===== src/rtl/datapath_ctrl.sv =====
// Sequencing controller for a load / rotate / multiply / write datapath with a valid/ready request port.
// Optional write counter output wr_count is built when DATAPATH_CTRL_WRCOUNT_EN is defined.
module datapath_ctrl #(
    parameter int NUM_W = 4
) (
    input  logic                  clock,
    input  logic                  reset_n,
    input  logic                  req_valid,
    output logic                  req_ready,
    input  logic [NUM_W-1:0]      num,
    input  logic [NUM_W-1:0]      key,
    output logic [NUM_W-1:0]      num_q,
    output logic [NUM_W-1:0]      key_q,
    output logic                  reg_en,
    output logic                  rot_en,
    output logic                  mem_we,
    output logic [2**NUM_W-1:0]   mem_sel,
    output logic                  busy,
    output logic                  done,
`ifdef DATAPATH_CTRL_WRCOUNT_EN
    output logic [7:0]            wr_count,
`endif
    output logic [2:0]            dbg_state
);

    // Handshake: a request transfers on a rising edge where req_valid and req_ready are both 1;
    // req_ready is 1 only in IDLE, so requests presented while busy are dropped, never queued.

    typedef enum logic [2:0] {
        IDLE   = 3'd0,
        LOAD   = 3'd1,
        ROT    = 3'd2,
        SETTLE = 3'd3,
        WRITE  = 3'd4,
        DONE   = 3'd5
    } state_t;

    localparam logic [2**NUM_W-1:0] SEL_ONE = {{(2**NUM_W-1){1'b0}}, 1'b1};

    state_t     state;
    logic [1:0] rot_cnt;

    assign dbg_state = state;

    // Outputs are registered alongside the state, so each strobe is set on the edge entering its state.
    always_ff @(posedge clock or negedge reset_n) begin
        if (!reset_n) begin
            state     <= IDLE;
            num_q     <= '0;
            key_q     <= '0;
            rot_cnt   <= 2'd0;
            reg_en    <= 1'b0;
            rot_en    <= 1'b0;
            mem_we    <= 1'b0;
            mem_sel   <= '0;
            done      <= 1'b0;
            busy      <= 1'b0;
            req_ready <= 1'b1;
`ifdef DATAPATH_CTRL_WRCOUNT_EN
            wr_count  <= 8'd0;
`endif
        end else begin
            reg_en  <= 1'b0;
            rot_en  <= 1'b0;
            mem_we  <= 1'b0;
            mem_sel <= '0;
            done    <= 1'b0;
            case (state)
                IDLE: begin
                    if (req_valid) begin
                        num_q     <= num;
                        key_q     <= key;
                        state     <= LOAD;
                        reg_en    <= 1'b1;
                        busy      <= 1'b1;
                        req_ready <= 1'b0;
                    end
                end
                LOAD: begin
                    rot_cnt <= key_q[1:0];
                    if (key_q[1:0] != 2'd0) begin
                        state  <= ROT;
                        rot_en <= 1'b1;
                    end else begin
                        state <= SETTLE;
                    end
                end
                ROT: begin
                    // rot_cnt counts the rotate cycles still owed, including this one.
                    rot_cnt <= rot_cnt - 2'd1;
                    if (rot_cnt == 2'd1) begin
                        state <= SETTLE;
                    end else begin
                        rot_en <= 1'b1;
                    end
                end
                SETTLE: begin
                    state   <= WRITE;
                    mem_we  <= 1'b1;
                    mem_sel <= SEL_ONE << num_q;
                end
                WRITE: begin
                    state <= DONE;
                    done  <= 1'b1;
`ifdef DATAPATH_CTRL_WRCOUNT_EN
                    wr_count <= wr_count + 8'd1;
`endif
                end
                DONE: begin
                    state     <= IDLE;
                    busy      <= 1'b0;
                    req_ready <= 1'b1;
                end
                default: begin
                    state     <= IDLE;
                    busy      <= 1'b0;
                    req_ready <= 1'b1;
                end
            endcase
        end
    end

    a_strobes_exclusive: assert property (@(posedge clock) disable iff (!reset_n)
        $onehot0({reg_en, rot_en, mem_we}));

    a_sel_only_on_write: assert property (@(posedge clock) disable iff (!reset_n)
        !mem_we |-> (mem_sel == '0));

    a_sel_onehot_on_write: assert property (@(posedge clock) disable iff (!reset_n)
        mem_we |-> $onehot(mem_sel));

endmodule


===== config.mk =====
export PLATFORM = sky130hd
export DESIGN_NAME = datapath_ctrl
export DESIGN_NICKNAME = d
export VERILOG_FILES = /design/src/rtl/datapath_ctrl.sv
export SDC_FILE = /design/constraint.sdc
export NUM_CORES = 1
export LEC_CHECK = 0
export CAP_MARGIN = 30
export CORE_AREA = 2 2 64 66
export DETAILED_ROUTE_END_ITERATION = 10
export DIE_AREA = 0 0 66 68
export GPL_TIMING_DRIVEN = 1
export PLACE_DENSITY = 0.73
export SLEW_MARGIN = 20
export SYNTH_ARGS = -nofsm -noshare
export SYNTH_HDL_FRONTEND = slang
export SYNTH_SLANG_ARGS = --single-unit

===== constraint.sdc =====
create_clock -name clock -period 1.8 [get_ports clock]
set_clock_uncertainty 0.2 [all_clocks]
set_input_delay 0.18 -clock clock [delete_from_list [all_inputs] [get_ports clock]]
set_output_delay 0.18 -clock clock [all_outputs]
set_load 0.01 [all_outputs]

==> results.cfg <==
[synth]
synth_edf_count = 0
postSynthAreaPerCell_sq_um = 13.6
yosys-top-cells-area = dfrtp_1, mux2_2, nor2_1, dfstp_2, nor4b_4
synth.cell_area_sq_um = 1300
yosys.area.top_type = dfrtp_1
ys_warn_count = 0
ys_types = 30
yosys.area.top_type_share_pct = 65.6
async_flop_share_pct = 100
synth_seq_area_share_pct = 67.7
ys_ff_latch = 35
synth_flop_cell = dfrtp_1
postSynthNetCount = 107
postSynthCellCount = 95

[setup_path]
critical-path-max-stage-delay_ns = 0.60
critical_path.top_delay_family = buffers and inverters
setup.worst_path.class = reg2out
cpMaxStageDelayCell = clkdlybuf4s50_1
required_ns = 1.42
startpoint_type = flop
critical_path.cell_chain = clkdlybuf4s50_1
cp.arrival_ns = 1.37
cp-end-kind = output pin
cp_max_fo = 8
crit_buf_inv = 1

[cells_and_area]
drive_gt1_share_pct = 19.3
final_common_cell = clkdlybuf4s50_1
fillerInstances = 354
final_util_pct = 50.3
syn_to_final_growth_pct = 49.5
finalNetCount = 161
seqCellArea_sq_um = 880
instances_no_fill = 200
multiInputGateArea_sq_um = 399
diodes = 0
final_cell_mix = clkdlybuf4s50_1, dfrtp_1, nor2_1, mux2_2

[clocking]
clk_pin_slew_ns = 0.07
numCtsBuffers = 5
clk_latency_ns = 0.28
clock_path_buffers = 2
post-cts-setup-buffers = 0
clock_sinks = 35
cts_hold_buf = 0
cts_tree = yes
htreeDepth = 2
root_buffer = clkbuf_8

[global_routing]
antenna_found_initial = 0
grt_max_degree = 36
overflow = 0
grtUsageTotal_pct = 13.4
grt_pass1_wl_microns = 4280
grt_pass1_vias = 894

[run]
maxCapViolCount = 0

[floorplanning]
dieArea_sq_um = 4490
die_h_microns = 68
io_pins = 44
die_w_microns = 66
core_sq_um = 3860
num_rows = 23
start_util_pct = 33.6

[power]
ir_drop_mv = 0.758
cellLeakagePower_nw = 0.843
power_density_nw_per_um2 = 1620

[timing]
max_freq_mhz = 571
hold_violations = 0
slew_headroom_pct = 72.8
tightest_slew_ns = 0.408
drv_slew = 0
fin_crit_ns = 1.75
rsz0062_at_grt = no
min_period_over_period_pct = 97.4
setup_viol = 0

[route]
drcViolationCount = 0
vias_per_cell = 4.47
wirelength_microns = 2540
antenna_violating_nets_post_route = 0
via_count = 894
routedWlPerCell_microns = 12.7
dr.pass1.iters = 4
drtIter0Drc = 16

[placement]
place_hpwl_microns = 1880
post-place-cells = 192
io_buffers = 43
gp_congestion = 0.776

[min_path]
hp-class = in2async

[run_status]
run_status = complete, no violations
## state kept, by name (all words and copies together) (netlist names), 2 cells and up
signal,flops
num_q,4
key_q,4
rot_cnt,2
mem_sel,16
dbg_state,3
## metal layers
layer / share of wire (%) / GRT usage, % / vias to the layer above
met4: 3.1 / 10.7 / 0
met3: 5.0 / 3.29 / 5
met2: 49 / 21.7 / 31
met5: 0 / 0 / -
li1: - / - / 437
met1: 43 / 15.3 / 421
## final timing paths
path	cells after the start	to	slack, ns	from
setup reg to reg	3	key_q[2]	0.15	dbg_state[2]
hold reg to reg	1	key_q[3]	0.31	key_q[3]
hold / removal	2	rot_cnt[1]	0.1	reset_n
setup / recovery	1	dbg_state[2]	0.05	dbg_state[2]
min in group clock	2	key_q[1]	0.31	key[1]
max in group asynchronous	2	req_ready	0.98	reset_n
## layout make-up
| cell class | count | area share, % |
|---|---|---|
| Clock inverter | 2 | 1.81 |
| Sequential cell | 35 | 45.4 |
| Multi-Input combinational cell | 57 | 20.6 |
| Clock buffer | 6 | 4.26 |
| Inverter | 1 | 0.194 |
| Tap cell | 50 | 3.23 |
| Timing Repair Buffer | 49 | 24.5 |
## through the flow
step	setup slack, ns	hold slack, ns	power [mW]	TNS [ns]	area (sq um)
3_5_place_dp	-0.0115	0.300	2.45	-0.0209	1820
5_1_grt	0.00206	0.129	3.34	0	1940
2_1_floorplan	0.0598	-0.316	1.84	0	1300
4_1_cts	0.00339	0.0991	3.18	0	1940
3_3_place_gp	0.0385	0.293	2.39	0	1820
6_report	0.0472	0.0955	3.15	0	1940
## where the power goes
group,internal (mW),switching (mW),leakage (nW)
logic,0.702,0.515,0.331
registers,1.02,0.204,0.451
clock network,0.447,0.262,0.0612
total,2.17,0.981,0.843
## cell usage after synthesis (2+ instances only)
master	instances
dfrtp_1	34
a21oi_1	2
o22a_1	2
nand2_1	2
nor3_1	3
a22oi_1	2
nor2_1	15
nand2b_1	2
and2b_1	2
mux2_2	8
nand3b_1	2
o21ai_0	3
## repair_timing
action,4_1_cts,5_1_grt
endpoints found under the setup margin,0,2
hold endpoints to repair,0,0
gates resized for setup,0,2
## cell families (layout without fill, tap and decap cells)
group                    Yosys count  after routing  share of synthesized area [%]
AO/OA/AOI/OAI                     13             13                           6.95
flip-flops                        35             35                           67.7
multiplexers                       8              8                           6.95
buffers and inverters              3             58                           1.54
AND/OR/NAND/NOR                   35             35                           15.9
adder cells (fa/ha/maj)            1              1                          0.965
Power figures use the tool's default switching activity.
